==> config.mk <==
export PLATFORM = sky130hd
export DESIGN_NAME = lmult_arbiter_flat
export DESIGN_NICKNAME = d
export VERILOG_FILES = /design/src/rtl/lmult_arbiter_if.sv /design/src/rtl/lmult_arbiter.sv /design/src/flat_wrapper.sv
export SDC_FILE = /design/constraint.sdc
export NUM_CORES = 1
export LEC_CHECK = 0
export CAP_MARGIN = 0
export CORE_ASPECT_RATIO = 1.5
export CORE_MARGIN = 3
export CORE_UTILIZATION = 40
export CTS_CLUSTER_SIZE = 10
export DETAILED_ROUTE_END_ITERATION = 16
export PLACE_DENSITY = 0.82
export REMOVE_ABC_BUFFERS = 1
export SYNTH_ARGS = -nofsm -noshare
export SYNTH_HDL_FRONTEND = slang
export SYNTH_SLANG_ARGS = --single-unit
==> constraint.sdc <==
create_clock -name clock -period 2.4 [get_ports clock]
set_input_delay 0.36 -clock clock [delete_from_list [all_inputs] [get_ports clock]]
set_output_delay 0.36 -clock clock [all_outputs]
set_load 0.01 [all_outputs]
==> src/rtl/lmult_arbiter_if.sv <==
// lmult_arbiter_if: requester-side handshake/operands and shared L_mult port of the arbiter.
interface lmult_arbiter_if #(
  parameter int NUM_REQ = 4,
  parameter int DW = 16
);
  logic [NUM_REQ-1:0] req;
  logic [NUM_REQ-1:0] ovf_clr;
  logic [NUM_REQ-1:0] grant;
  logic [NUM_REQ-1:0] done;
  logic [NUM_REQ-1:0] ovf_sticky;
  logic [NUM_REQ*DW-1:0] a_in;
  logic [NUM_REQ*DW-1:0] b_in;
  logic [2*DW-1:0] product_out;
  logic [2*DW-1:0] mult_product;
  logic overflow_out;
  logic mult_overflow;
  logic busy;
  logic [DW-1:0] mult_a;
  logic [DW-1:0] mult_b;
  modport master (
    output req, a_in, b_in, ovf_clr, mult_product, mult_overflow,
    input  grant, done, product_out, overflow_out, ovf_sticky, busy, mult_a, mult_b
  );
  modport slave (
    input  req, a_in, b_in, ovf_clr, mult_product, mult_overflow,
    output grant, done, product_out, overflow_out, ovf_sticky, busy, mult_a, mult_b
  );
endinterface

==> src/rtl/lmult_arbiter.sv <==
// lmult_arbiter: round-robin sharing of one combinational L_mult among NUM_REQ requesters.
module lmult_arbiter #(
  parameter int NUM_REQ = 4,
  parameter int DW = 16
) (
  input logic clock,
  input logic reset,
  lmult_arbiter_if.slave bus
);
  localparam int PW = NUM_REQ > 1 ? $clog2(NUM_REQ) : 1;
  typedef enum logic [1:0] {IDLE, MULT, DONE} state_t;
  state_t state, state_nxt;
  logic [PW-1:0] rr_ptr, win, w;
  logic [NUM_REQ-1:0] win_oh, w_oh, set_vec;
  int idx;
  // scan downward so the lowest offset from rr_ptr is the last (winning) assignment
  always_comb begin
    win = rr_ptr;
    idx = 0;
    for (int k = NUM_REQ - 1; k >= 0; k--) begin
      idx = int'(rr_ptr) + k;
      idx = idx >= NUM_REQ ? idx - NUM_REQ : idx;
      win = bus.req[PW'(idx)] ? PW'(idx) : win;
    end
  end
  always_comb begin
    win_oh = NUM_REQ'(1) << win;
    w_oh = NUM_REQ'(1) << w;
    set_vec = (state == MULT && bus.mult_overflow) ? w_oh : '0;
    state_nxt = state == IDLE ? (|bus.req ? MULT : IDLE) : state == MULT ? DONE : IDLE;
  end
  assign bus.busy = state != IDLE;
  always_ff @(posedge clock or negedge reset)
    if (!reset) state <= IDLE;
    else state <= state_nxt;
  // set beats a simultaneous clear because set_vec is ORed in after masking
  always_ff @(posedge clock or negedge reset)
    if (!reset) begin
      rr_ptr <= '0;
      w <= '0;
      bus.grant <= '0;
      bus.done <= '0;
      bus.ovf_sticky <= '0;
      bus.product_out <= '0;
      bus.overflow_out <= 1'b0;
      bus.mult_a <= '0;
      bus.mult_b <= '0;
    end else begin
      bus.ovf_sticky <= (bus.ovf_sticky & ~bus.ovf_clr) | set_vec;
      case (state)
        IDLE:
          if (|bus.req) begin
            w <= win;
            bus.grant <= win_oh;
            bus.mult_a <= bus.a_in[int'(win)*DW +: DW];
            bus.mult_b <= bus.b_in[int'(win)*DW +: DW];
          end
        MULT: begin
          bus.product_out <= bus.mult_product;
          bus.overflow_out <= bus.mult_overflow;
          bus.done <= w_oh;
        end
        DONE: begin
          bus.done <= '0;
          bus.grant <= '0;
          rr_ptr <= (w == PW'(NUM_REQ - 1)) ? '0 : w + 1'b1;
        end
        default: ;
      endcase
    end
endmodule

==> src/flat_wrapper.sv <==
// flat-port wrapper written by rule: the top's interface ports become plain ports
module lmult_arbiter_flat 
#(
  parameter int NUM_REQ = 4,
  parameter int DW = 16
)
  (clock, reset, bus_req, bus_a_in, bus_b_in, bus_ovf_clr, bus_mult_product, bus_mult_overflow, bus_grant, bus_done, bus_product_out, bus_overflow_out, bus_ovf_sticky, bus_busy, bus_mult_a, bus_mult_b);
  lmult_arbiter_if #(.NUM_REQ(NUM_REQ), .DW(DW)) bus_i ();
  input logic clock;
  input logic reset;
  input wire logic [$bits(bus_i.req)-1:0] bus_req;
  input wire logic [$bits(bus_i.a_in)-1:0] bus_a_in;
  input wire logic [$bits(bus_i.b_in)-1:0] bus_b_in;
  input wire logic [$bits(bus_i.ovf_clr)-1:0] bus_ovf_clr;
  input wire logic [$bits(bus_i.mult_product)-1:0] bus_mult_product;
  input wire logic [$bits(bus_i.mult_overflow)-1:0] bus_mult_overflow;
  output wire logic [$bits(bus_i.grant)-1:0] bus_grant;
  output wire logic [$bits(bus_i.done)-1:0] bus_done;
  output wire logic [$bits(bus_i.product_out)-1:0] bus_product_out;
  output wire logic [$bits(bus_i.overflow_out)-1:0] bus_overflow_out;
  output wire logic [$bits(bus_i.ovf_sticky)-1:0] bus_ovf_sticky;
  output wire logic [$bits(bus_i.busy)-1:0] bus_busy;
  output wire logic [$bits(bus_i.mult_a)-1:0] bus_mult_a;
  output wire logic [$bits(bus_i.mult_b)-1:0] bus_mult_b;
  assign bus_i.req = bus_req;
  assign bus_i.a_in = bus_a_in;
  assign bus_i.b_in = bus_b_in;
  assign bus_i.ovf_clr = bus_ovf_clr;
  assign bus_i.mult_product = bus_mult_product;
  assign bus_i.mult_overflow = bus_mult_overflow;
  assign bus_grant = bus_i.grant;
  assign bus_done = bus_i.done;
  assign bus_product_out = bus_i.product_out;
  assign bus_overflow_out = bus_i.overflow_out;
  assign bus_ovf_sticky = bus_i.ovf_sticky;
  assign bus_busy = bus_i.busy;
  assign bus_mult_a = bus_i.mult_a;
  assign bus_mult_b = bus_i.mult_b;
  lmult_arbiter #(.NUM_REQ(NUM_REQ), .DW(DW)) u_core (.clock(clock), .reset(reset), .bus(bus_i));
endmodule
* Word-level counts from Yosys, hierarchy flattened
Cells that the tools add are included. Widths: inputs -> output; s select.
Storage, ports and cells: bits in registers 83, input bits 171, output and inout bits 78, word-level logic and storage cells 73
Cells by class: $add $sub $neg 8, magnitude comparators 8, eq/ne operators 4, shift-type cells 4, multiplexer cells 28, bitwise logic cells 3, reductions and logical operators 8
Operator list (number):
- $shiftx 64x7->16 | 2
- $mux 2 | 11
- $lt 2x4->1 const B | 4
- $pmux 4 s2 | 2
- $ge 3x3->1 const B | 3
- $mux 1 | 9
- $bmux 1 s2 | 4
- $mux 4 | 2
- $shl 1x2->4 const A | 2
- $sub 2x1->2 const B | 4
- $add 2x2->3 const B | 2
- $reduce_bool 2->1 | 3
- $and 4x4->4 | 1
- $eq 2x2->1 const B | 2
- $not 4->4 | 1
- $or 4x4->4 | 1
- $reduce_and 2->1 | 2
- $reduce_or 4->1 | 1
- $add 2x1->3 const B | 1
- $ge 2x3->1 const B | 1
- $add 2x1->2 const B | 1
- $eq 2x1->1 const B | 1
- $logic_not 2->1 | 1
- $ne 2x2->1 const B | 1
- $logic_and 1x1->1 | 1

* Depth between registers and ports, before layout
Gate-level depths: netlist (run 1).
depth after elaboration 13, gate-level depth with buffers 9, depth with buffers taken out 7

* Worst setup path before layout (run 1)
No wires, ideal clock.
path kind reg-to-reg, from register u_core.state[1], to register u_core.bus.product_out[11], setup time 0.125 ns, arrival time 1.613 ns, required time 2.275 ns, setup slack 0.662 ns, cell stages (with the launch flop) 6, path buffers 2, period minus slack after synthesis 1.738 ns, cell sequence dfrtp_1 > inv_1 > ha_1 > clkbuf_1 > clkbuf_1 > mux2_2
On the way: longest elaborated chain between the ends 1
Ends and longest elaborated chain:
- from (decl) | line lmult_arbiter.sv:12 | state_t state, state_nxt;
- from (signal assigned) | line lmult_arbiter.sv:35 | else state <= state_nxt;
- $eq 2x1->1 | line lmult_arbiter.sv:50 | case (state)
- to (signal assigned) | line lmult_arbiter.sv:59 | bus.product_out <= bus.mult_product;
- to (decl) | line lmult_arbiter_if.sv:26 | output grant, done, product_out, overflow_out, ovf_sticky, busy, mult_a, mult_b
Every way passes these cells. A chain may end at the register's enable or synchronous reset.

* Worst setup path after layout (run 1)
from register u_core.state[1], to output bus_busy
On the way: longest elaborated chain between the ends 1
Ends and longest elaborated chain:
- $reduce_bool 2->1 | line lmult_arbiter.sv:32 | assign bus.busy = state != IDLE;
- to (decl) | line flat_wrapper.sv:22 | output wire logic [$bits(bus_i.busy)-1:0] bus_busy;
Every way passes these cells.

==> impl_results.md, run 1 <==
* Post-synthesis register bit count at 83
* Met2 usage at 42.07%
* Clock sink count at 83
* Area Growth Syn to Fin at 64.58%
* Worst Setup Start Kind: flop
* Die ar. at 13030 sq um
* Core Footprint at 11230 sq um
* Grt met1 use at 23.62%
* First-pass GRT wire length at 23100 microns
* Peak supply drop at 0.5860 mV
* Max Cap Violations at 0
* Most used routing layer: met2
* Routed via count at 4239
* Via density at 5.266
* Largest net degree at the start of global routing at 84
* Slew @ Worst Pin at 0.4521 ns
* Reg clk slew, reported paths at 0.06 ns
* Worst Path Required at 2.04 ns
* Mapped Cells at 409
* Critical path class: flop to output pin
* Number of global-route vias before repair at 4655
* Yosys Warn Count at 0
* Mean Syn Cell Area at 11.42 sq um
* I/O pins at 249
* Reg2Reg Setup Slack at 0.50 ns
* Total wire length at 14720 microns
* Initial core utilization at 41.57%
* Max stage delay on crit path at 0.48 ns
* R2R Path End: u_core.bus.mult_a[2]
* RD Place Congestion at 0.7830
* Synth top area share at 44.48%
* Die W at 94.22 microns
* Number of post-CTS setup repair buffers at 0
* Worst setup path startpoint: u_core.state[1]
* Achievable Freq at 0.4887 GHz
* RSZ-0062 raised after global routing: false
* Top Family by Delay on Critical Path: buffers and inverters
* GR Overflow Total at 0
* Dpl cells at 790
* Final hold violations at 0
* M3 GR Usage at 5.435%
* Diodes inserted at 0
* Clk_skew at 0.009002 ns
* Final Non-Filler Cells at 805
* Slew Viols, Final at 0
* Post-synth top cells: 83 x dfrtp_1, 55 x a211oi_2, 42 x inv_1
* Min Tclk post-route at 2.046 ns
* GRT Total Usage at 22.60%
* Post_cts resized at 0
* CP cell instances: inv_1 -> ha_1 -> inv_1 -> clkdlybuf4s50_1
* PD cells at 1194 nW/um^2
* Post-synth EDFFs at 0
* H-tree depth at 3
* Setup ws final at 0.3537 ns
* Routed len/inst at 18.28 microns
* Drt first pass iters at 4
* Buffers & Inverters on Critical Path at 3
* Row cnt at 47
* Fill cell count at 818
* FF-to-FF path depth at 6
* Cts bufs inserted at 9
* Count leader, synth: dfrtp_1
* Hpwl dp at 11310 microns
* Most used cell, CP: inv_1
* LEAKAGE at 3.149 nW
* # hold bufs at CTS at 0
* Yosys cell types at 39
* Dpl ws at 0.01590 ns
* Clock Path Buffers at 2
* Share of post-route cells with drive strength above 1 at 20.67%
* Worst Path Arrival at 1.69 ns
* Worst-Skew Late Latency at 0.34 ns
* Primary FF master, synth: dfrtp_1
* Critical path capture point type: output pin
* Syn Std Cell Area at 4669 sq um
* Register area share after synthesis at 44.48%
* Initial antenna violation count at 0
* R2r startpoint: u_core.rr_ptr[1]
* Final nets at 833
* Synth async-reset ratio at 100.0%
* Fin area at 7685 sq um
* Tcrit/Tclk final at 85.26%
* Worst-path maximum fanout at 6
* Slew HR at 69.86%
* CTS tree: yes
* Post-route antenna net violation count at 0
* # setup viols final at 0
* 1st-iter DRT viols at 72
* Top cells by area, synth: dfrtp_1 44%, a211oi_2 15%, mux2_2 8.2%
* Post-synth top area cell: dfrtp_1
* Final Util at 68.42%
* Status: complete, no violations
* # DRC at 0
* Crit-path slowest cell: clkdlybuf4s50_1
* Root Driver: clkbuf_16
* PortBufs at 248
* Chip height at 138.3 microns
* Min-delay worst type: input pin to asynchronous set/reset pin
* DP Area at 7372 sq um
* Setup TNS at 0 ns
[layout by cell type (no fill, tap or decap), types with 2 or more instances in the layout]
| cell | instances |
|---|---|
| a211oi_2 | 55 |
| nor2b_1 | 6 |
| nand2_1 | 3 |
| clkdlybuf4s50_1 | 247 |
| o21ai_0 | 5 |
| buf_4 | 12 |
| inv_6 | 2 |
| a31oi_1 | 32 |
| o211ai_1 | 4 |
| buf_12 | 6 |
| clkbuf_16 | 9 |
| nand3_1 | 4 |
| inv_1 | 42 |
| o21ai_1 | 4 |
| o21ai_4 | 3 |
| ha_1 | 8 |
| mux2i_1 | 32 |
| dfrtp_1 | 83 |
| nor2_1 | 33 |
| a31o_2 | 4 |
| o31ai_1 | 2 |
| mux2_2 | 34 |
| bufinv_16 | 2 |
| a211oi_1 | 9 |
| clkinv_2 | 2 |
[routing by layer]
layer  vias to the layer above  routed length, microns
li1                       1971                       -
met1                      2039                    5198
met2                       205                    7860
met3                        24                    1295
met4                         0                     364
met5                         -                       0
[flip-flops by register name (all words and copies together) (netlist names)]
signal                   cells
u_core.bus.mult_a           16
u_core.bus.ovf_sticky        4
u_core.bus.overflow_out      1
u_core.rr_ptr                2
u_core.bus.done              4
u_core.state                 2
u_core.w                     2
u_core.bus.mult_b           16
u_core.bus.product_out      32
u_core.bus.grant             4
[cell families after synthesis]
kind of cell	count (synthesis)	share of synthesized area, %
multiplexers	66	15.06
AO/OA/AOI/OAI	122	25.19
buffers and inverters	75	7.529
AND/OR/NAND/NOR	55	5.601
adder cells (fa/ha/maj)	8	2.144
flip-flops	83	44.48
[layout make-up]
class	count	area, sq um	share of cell area, %
repair buffers	265	2683	34.91
multi-input cells	251	2263	29.45
flip-flops and latches	83	2077	27.03
clock buffers	9	225.2	2.931
well taps	147	183.9	2.393
inverters	44	165.2	2.149
clock inverters	6	87.58	1.140
[report_power, final]
part	internal, mW	leakage (nW)	switching, mW
clock network	0.909	0.156	0.564
registers	2.09	0.972	0.395
logic	2.75	2.02	2.46
total	5.75	3.15	3.42
[worst max path at each step]
| stage | end | slack, ns | cells past startpoint |
|---|---|---|---|
| 2_1_floorplan | u_core.bus.mult_a[0] | -0.57 | 5 |
| 6_report | bus_busy | 0.35 | 4 |
| 3_5_place_dp | u_core.bus.mult_a[12] | 0.02 | 7 |
| 5_1_grt | u_core.bus.mult_a[2] | 0.23 | 7 |
| 3_3_place_gp | u_core.bus.mult_a[2] | 0.1 | 7 |
| 4_1_cts | bus_busy | 0.32 | 4 |
[per-stage QoR]
stage,total power [mW],hold slack (ns)
after floorplan,5.196,0.06441
after global placement,7.595,0.4219
after detailed placement,7.777,0.4291
after CTS,9.283,0.06595
after global routing,9.749,0.08465
final,9.175,0.05484
(Power assumes the default switching activity.)
==> run 2: changes to the inputs <==
- CORE_AREA: not set -> 3 3 95 97
- CORE_ASPECT_RATIO: 1.5 -> not set
- CORE_MARGIN: 3 -> not set
- CORE_UTILIZATION: 40 -> not set
- DIE_AREA: not set -> 0 0 98 100
- DONT_BUFFER_PORTS: not set -> 1
- PLACE_DENSITY: 0.82 -> 0.71
==> impl_results.md, run 2 (same netlist as run 1, synthesis figures left out) <==
* Area Growth Syn to Fin at 7.396%
* Switching Fraction at 43.82%
* Worst Path Required at 2.62 ns
* Post-route antenna net violation count at 0
* Total wire length at 12150 microns
* Cts bufs inserted at 9
* Drt first pass iters at 4
* Worst Path Arrival at 2.28 ns
* RD Place Congestion at 0.8813
* Die W at 98 microns
* WHS Path Cells at 1
* Worst-Skew Late Latency at 0.35 ns
* Slew @ Worst Pin at 0.5520 ns
* Hold path start: bus_ovf_clr[2]
* # DRC at 0
* Critical path capture point type: flop
* # setup viols final at 0
* FF-to-FF path depth at 6
* Flop pwr share at 40.6%
* Routed via count at 3237
* R2r startpoint: u_core.rr_ptr[1]
* Initial core utilization at 56.83%
* Clock group share of total power at 14.4%
* H-tree depth at 3
* Fin Hold WS at 0.09362 ns
* Diodes inserted at 0
* R2R Path End: u_core.bus.mult_a[2]
* Critical path class: flop to flop
* Root Driver: clkbuf_8
* Most common cell after layout, fill and taps aside: dfrtp_1
* Final nets at 583
* Biggest regs: u_core.bus.product_out x32, u_core.bus.mult_a x16, u_core.bus.mult_b x16
* Status: complete, no violations
* Achievable Freq at 0.4876 GHz
* Clock Path Buffers at 2
* Reg2Reg Setup Slack at 0.35 ns
* Fill cell count at 663
* GRT Total Usage at 24.27%
* Max FFs per register at 32
* Tcrit/Tclk final at 85.45%
* Max Cap Violations at 0
* First-pass GRT wire length at 18800 microns
* Slew Viols, Final at 0
* Worst Hold Endpoint: u_core.bus.ovf_sticky[2]
* Core Footprint at 8217 sq um
* Slew HR at 63.06%
* Worst-path maximum fanout at 22
* Clk_skew at 0.01497 ns
* Combinational Power Share at 44.9%
* PD cells at 1429 nW/um^2
* Dpl ws at 0.3465 ns
* Multi-input logic area at 2256 sq um
* Final hold violations at 0
* CTS tree: yes
* NetSw at 3.141 mW
* Number of post-CTS setup repair buffers at 0
* Min Tclk post-route at 2.051 ns
* Largest net degree at the start of global routing at 84
* RSZ-0062 raised after global routing: false
* Via density at 6.298
* Min-delay worst type: input pin to flop
* 1st-iter DRT viols at 136
* Share of post-route cells with drive strength above 1 at 32.27%
* Chip height at 100 microns
* Hpwl dp at 8945 microns
* Initial antenna violation count at 0
* Number of global-route vias before repair at 3482
* Flip-flop and latch area at 2077 sq um
* GR Overflow Total at 0
* Peak supply drop at 0.5682 mV
* Clock sink count at 83
* Routed len/inst at 23.64 microns
* P_int at 4.026 mW
* Most frequent cells in the layout: 83 x dfrtp_1, 55 x a211oi_2, 42 x inv_1
* Die ar. at 9800 sq um
* Reg clk slew, reported paths at 0.10 ns
* Most flops, register: u_core.bus.product_out
* Setup ws final at 0.3492 ns
* LEAKAGE at 2.102 nW
* I/O pins at 249
* Worst Setup Start Kind: flop
* Row cnt at 33
* PortBufs at 0
## run 2: changes by cell type in the layout (fill, tap and decap cells not counted), sizes merged
cell,before,now
clkbuf,9,10
dlygate4sd3,0,1
clkinvlp,0,3
buf,18,14
clkdlybuf4s50,247,0
bufinv,2,1
clkinv,3,1
## run 2: critical path, stage by stage, from the launching register on
cell and delay [ns]:
dfrtp_1 0.47, and3b_1 0.24, a2111oi_4 0.42, o21ai_4 0.24, buf_12 0.23, a211oi_1 0.24, a211oi_1 0.07
## run 2: power by group through the flow
stage | sequential (mW) | clock [mW] | combinational [mW]
after floorplan | 2.75 | 0 | 2.45
after global placement | 2.93 | 0 | 3.12
after detailed placement | 2.96 | 0 | 3.21
after CTS | 2.94 | 1.06 | 3.25
after global routing | 2.99 | 1.14 | 3.53
final | 2.91 | 1.04 | 3.22
## run 2: final cells by class
cell class	count	share of cell area, %
clock buffers	10	2.545
clock inverters	6	1.447
inverters	44	3.293
multi-input cells	251	44.98
flip-flops and latches	83	41.42
well taps	105	2.620
repair buffers	15	3.693
## run 2: through the flow
step	TNS (ns)	cells	total power [mW]	area, sq um	utilization [%]
after floorplan	-19.56	378	5.196	4483	-
final	0	514	7.167	5015	61.03
after global routing	0	514	7.646	5015	61.03
after global placement	0	496	6.056	4777	58.14
after detailed placement	0	496	6.171	4777	58.14
after CTS	0	514	7.253	5015	61.03
## run 2: what timing repair did
action / 4_1_cts / 5_1_grt
gates resized for setup: 0 / 0
hold buffers: 2 / 0
hold endpoints to repair: 83 / 0
setup endpoints to repair: 0 / 0
## run 2: how the worst max path moves through the flow
stage | endpoint | cells past startpoint | from | slack [ns]
floorplan | u_core.bus.mult_a[0] | 5 | u_core.state[0] | -0.57
global placement | u_core.bus.mult_a[2] | 6 | u_core.rr_ptr[1] | 0.40
detailed placement | u_core.bus.mult_a[13] | 6 | u_core.rr_ptr[1] | 0.35
CTS | u_core.bus.mult_a[2] | 6 | u_core.rr_ptr[1] | 0.33
global route | u_core.bus.mult_a[2] | 6 | u_core.rr_ptr[1] | 0.19
finish | u_core.bus.mult_a[2] | 6 | u_core.rr_ptr[1] | 0.35
## run 2: layer usage
metal  vias to the layer above  wire length, microns  share of wire (%)  track usage, %
li1                       1480                     -                  -               -
met1                      1550                  4810                 40           29.58
met2                       188                  6094                 50           42.25
met3                        19                  1007                8.3           5.907
met4                         0                   238                2.0           8.307
met5                         -                     0                  0               0
==> run 3: changes to the inputs <==
- CELL_PAD_IN_SITES_DETAIL_PLACEMENT: not set -> 1
- CELL_PAD_IN_SITES_GLOBAL_PLACEMENT: not set -> 2
- CORE_AREA: 3 3 95 97 -> not set
- CORE_ASPECT_RATIO: not set -> 1.5
- CORE_MARGIN: not set -> 3
- CORE_UTILIZATION: not set -> 37
- DIE_AREA: 0 0 98 100 -> not set
- PLACE_DENSITY: 0.71 -> not set
- PLACE_DENSITY_LB_ADDON: not set -> 0.1
==> impl_results.md, run 3 (same netlist as run 1, synthesis figures left out) <==
* Slew @ Worst Pin at 0.5996 ns
* Share of post-route cells with drive strength above 1 at 32.85%
* Drt first pass iters at 4
* Final hold violations at 0
* Dpl cells at 546
* Number of global-route vias before repair at 3593
* GRT Total Usage at 18.43%
* Worst Setup Start Kind: flop
* Worst-path maximum fanout at 12
* Most frequent cells in the layout: 83 x dfrtp_1, 55 x a211oi_2, 42 x inv_1
* Dpl ws at 0.2143 ns
* Min Tclk post-route at 2.179 ns
* LEAKAGE at 2.140 nW
* Largest net degree at the start of global routing at 84
* Clock Path Buffers at 2
* P_int at 4.223 mW
* Combinational Power Share at 43.7%
* Buffers & Inverters on Critical Path at 1
* Most flops, register: u_core.bus.product_out
* Hpwl dp at 9884 microns
* Number of post-CTS setup repair buffers at 0
* Top Metal Used: met4
* Met2 wire len at 6994 microns
* Final Non-Filler Cells at 564
* Setup ws final at 0.2206 ns
* # DRC at 0
* Clk_skew at 0.008215 ns
* RD Place Congestion at 0.7491
* Worst-Skew Late Latency at 0.33 ns
* Most used cell, CP: a211oi_1
* Routed via count at 3281
* Critical path class: flop to flop
* Slew Viols, Final at 0
* Peak supply drop at 0.4772 mV
* Post-route antenna net violation count at 0
* Max Cap Violations at 0
* Clock group share of total power at 17.3%
* Status: complete, no violations
* Biggest regs: u_core.bus.product_out x32, u_core.bus.mult_a x16, u_core.bus.mult_b x16
* Wl on met1 at 5193 microns
* CP cell instances: nor3_1 -> a2111oi_4 -> o21ai_4 -> buf_4 -> a211oi_1 -> a211oi_1
* Max FFs per register at 32
* Fin Hold WS at 0.1241 ns
* DP Area at 4835 sq um
* Most common cell after layout, fill and taps aside: dfrtp_1
* Top Family by Delay on Critical Path: compound AO/OA/AOI/OAI gates
* Switching Fraction at 43.23%
* Fin area at 5147 sq um
* H-tree depth at 3
* CTS tree: yes
* Via density at 5.817
* NetSw at 3.216 mW
* Tcrit/Tclk final at 90.81%
* # setup viols final at 0
* Row cnt at 49
* Post_cts resized at 0
* Initial antenna violation count at 0
* Area Growth Syn to Fin at 10.24%
* Clock sink count at 83
* Worst Path Arrival at 2.42 ns
* Crit-path slowest cell: o21ai_4
* Chip height at 143.6 microns
* Routed len/inst at 23.88 microns
* Setup TNS at 0 ns
* Initial core utilization at 38.47%
* Die ar. at 14030 sq um
* Worst Path Required at 2.64 ns
* PD cells at 1445 nW/um^2
* Total wire length at 13470 microns
* Slew HR at 60.03%
* GR Overflow Total at 0
* Root Driver: clkbuf_16
* 1st-iter DRT viols at 76
* Final nets at 585
* Flop pwr share at 39.0%
* I/O pins at 249
* Die W at 97.73 microns
* Routed length on met3 at 1177 microns
* RSZ-0062 raised after global routing: false
* Reg clk slew, reported paths at 0.07 ns
* Achievable Freq at 0.4588 GHz
* Min-delay worst type: input pin to flop
* Critical path capture point type: flop
* Core Footprint at 12140 sq um
* Total power at 7.439 mW
* Cts bufs inserted at 9
* PortBufs at 0
* Max stage delay on crit path at 0.49 ns
* Final Util at 42.40%
* Diodes inserted at 0
* First-pass GRT wire length at 20330 microns
-- run 3: repair_timing --
action,4_1_cts,5_1_grt
hold endpoints to repair,83,0
hold buffers,2,0
endpoints found under the setup margin,0,0
-- run 3: worst paths after layout --
kind | from | to | slack, ns | depth (start not counted)
min in group asynchronous | reset | u_core.w[0] | 0.62 | 2
min reg2reg | u_core.w[0] | u_core.w[0] | 0.57 | 2
max reg2reg | u_core.rr_ptr[1] | u_core.bus.mult_a[2] | 0.22 | 6
max | u_core.rr_ptr[1] | u_core.bus.mult_a[2] | 0.22 | 6
min | bus_ovf_clr[1] | u_core.bus.ovf_sticky[1] | 0.12 | 1
max in group asynchronous | reset | u_core.bus.mult_a[8] | 1.42 | 2
-- run 3: metal layers --
layer | GRT usage, % | vias up
met5 | 0 | -
met4 | 3.939 | 0
met3 | 6.168 | 7
met2 | 33.14 | 166
met1 | 21.40 | 1636
li1 | - | 1472
-- run 3: worst register-to-register path, stage by stage (launching register included) --
cell       delay, ns
dfrtp_1         0.47
nor3_1          0.37
a2111oi_4       0.10
o21ai_4         0.49
buf_4           0.35
a211oi_1        0.09
a211oi_1        0.22
-- run 3: power by group through the flow --
stage / clock [mW] / combinational, mW / sequential, mW
after CTS: 1.35 / 3.32 / 2.93
after global routing: 1.40 / 3.58 / 3.00
after floorplan: 0 / 2.45 / 2.75
after global placement: 0 / 3.18 / 2.95
final: 1.29 / 3.25 / 2.90
after detailed placement: 0 / 3.28 / 2.95
-- run 3: cell type report --
class,instances,area [sq um]
Clock inverter,7,50.05
Fill cell,1347,6992
Multi-Input combinational cell,251,2263
Inverter,44,165.2
Tap cell,153,191.4
Clock buffer,9,225.2
Sequential cell,83,2077
Timing Repair Buffer,17,175.2
==> edit (flow settings as in run 2) <==
Encoding of `state_t`: now one-hot (3 bits for 3 states).
--- a/src/rtl/lmult_arbiter.sv
+++ b/src/rtl/lmult_arbiter.sv
@@ -8,7 +8,7 @@
   lmult_arbiter_if.slave bus
 );
   localparam int PW = NUM_REQ > 1 ? $clog2(NUM_REQ) : 1;
-  typedef enum logic [1:0] {IDLE, MULT, DONE} state_t;
+  typedef enum logic [2:0] {IDLE = 3'b001, MULT = 3'b010, DONE = 3'b100} state_t;
   state_t state, state_nxt;
   logic [PW-1:0] rr_ptr, win, w;
   logic [NUM_REQ-1:0] win_oh, w_oh, set_vec;
Check against the original RTL: no difference found for any inputs over 10 cycles, from zero or initial values and one cycle with reset low; not proved beyond that.
==> edit against run 2 <==
Setup slack improved by 0.020 ns; worst hold slack got worse by 0.018 ns; final area fell by 0.77%; sequential cell count rose by 1; synthesized area rose by 0.38%; routed wire length rose by 14%; power fell by 0.54%; critical path depth fell by 1; sequential share of layout area rose by 0.85 points; largest power group unchanged; highest routed layer unchanged.
==> edit: results (changes against run 2) <==
GRT_PASS1_VIAS=3876  # +11%
GRT_USE_MET2_PCT=47.2  # +4.9 points
PRECTSSETUPSLACK_NS=0.279  # -0.0675 ns
MET2ROUTEDLENGTH_MM=6.91  # +13%
VIA_COUNT=3761  # +16%
PLACEDCELLCOUNT=540  # +8.9%
SYNTHADDERAREAFRAC_PCT=1.07  # -1.1 points
WORST-SLEW-PIN-TRANSITION_NS=0.680  # +0.128 ns
NON_CLOCK_INVERTER_COUNT=9  # -80%
HOLD_START='bus_ovf_clr[1]'
SYNTHTOPCELLSBYCOUNT='dfrtp_1 (83), a31oi_1 (54), mux2_2 (34)'
MULTI_INPUT_CELLS=319  # +27%
CLKCELLAREAFRAC_PCT=4.10  # +0.11 points
PERIOD_MINUS_SLACK_NS=2.03  # -0.0201 ns
GP_CONGESTION=0.824  # -6.6%
LAYOUT.NETS=623  # +6.9%
NUMBER_OF_ORDINARY_AND_REPAIR_BUFFERS_IN_THE_FINISHED_LAYOUT=25  # +10
WL_MM=13.9  # +14%
AVGVIACOUNTPERCELL=6.74  # +7.0%
GRT_PASS1_WL_MM=21.3  # +13%
BUF_SHARE_PCT=4.22  # +0.53 points
GRT_UTIL_ALL_LAYERS_PCT=27.6  # +3.3 points
DRT_ITER0_DRC=201  # +48%
VDD.IR_DROP.WORST_mV=0.539  # -5.1%
SYNTH.LIB_CELLS_USED.DISTINCT=43  # +10%
SEQ_CELLS=84  # +1.2%
SYNTHESIS.AREA_PER_INSTANCE_UM2=10.3  # -9.4%
STATUS='finished, final reports clean'
WORSTREG2REGEND='u_core.bus.mult_b[8]'
POST_SYNTH_MAIN_AREA_CONTRIBUTORS='dfrtp_1 (44%), mux2_2 (8.2%), a31oi_1 (7.2%)'
SEQ_SHARE_PCT=42.3  # +0.85 points
DPL_CELL_AREA_UM2=4730  # -0.97%
GRT_USE_MET3_PCT=6.81  # +0.90 points
POWER_LEAKAGE_nW=2.07  # -1.4%
FF2FF_PATH_DEPTH=5  # -1
POST_ROUTE_CELLS_DRIVE_ABOVE_1_SHARE_PCT=21.4  # -11 points
SETUP.REG_TO_REG.WORST_SLACK_NS=0.37  # +0.02 ns
MULTI_INPUT_AREA_SHARE_PCT=46.0  # +1.0 points
GR-USAGE-MET1_PCT=34.7  # +5.1 points
TIMING.CRITICAL_PATH.MAX_DELAY_FAMILY='simple AND/OR/NAND/NOR gates'
CRITICAL_PATH_PEAK_FANOUT=26  # +18%
FINISH.INSTANCE_AREA_UM2=4980  # -0.77%
TIMING.CRITICAL_PATH.SLOWEST_STAGE_CELL='nand3_2'
MUXSHAREOFSYNTHAREA_PCT=10.7  # -4.3 points
INTERNAL_POWER_mW=3.99  # -0.86%
## edit: cell count changes in the layout (fill, tap and decap cells not counted), moves of 9 or more
cell and change:
o31ai_1 +25, nand4_1 +26, o21ai_0 +24, a31oi_1 +22, buf_4 +14, nand2_1 +17, inv_1 -34, a211oi_1 -9
a21bo_1 +20, mux2i_1 -20, a211oi_2 -55
## edit: logic make-up (layout without fill, tap and decap cells)
group	Yosys count	count (layout)
compound gates	167	167
fa+ha+maj	4	4
buf+inv	50	50
flops	84	84
mux	46	46
simple gates	102	102
## edit: timing repair
item,4_1_cts,5_1_grt
endpoints found under the setup margin,0,4
hold buffers,2,0
hold endpoints to repair,84,0
resized for setup,0,1
## edit: through the flow
stage          TNS (ns)  utilization, %  hold slack [ns]
4_1_cts               0            60.5           0.0595
5_1_grt               0            60.6           0.0654
2_1_floorplan     -8.57               -           0.0644
6_report              0            60.6           0.0761
3_3_place_gp          0            57.6           0.0666
3_5_place_dp          0            57.6           0.0663
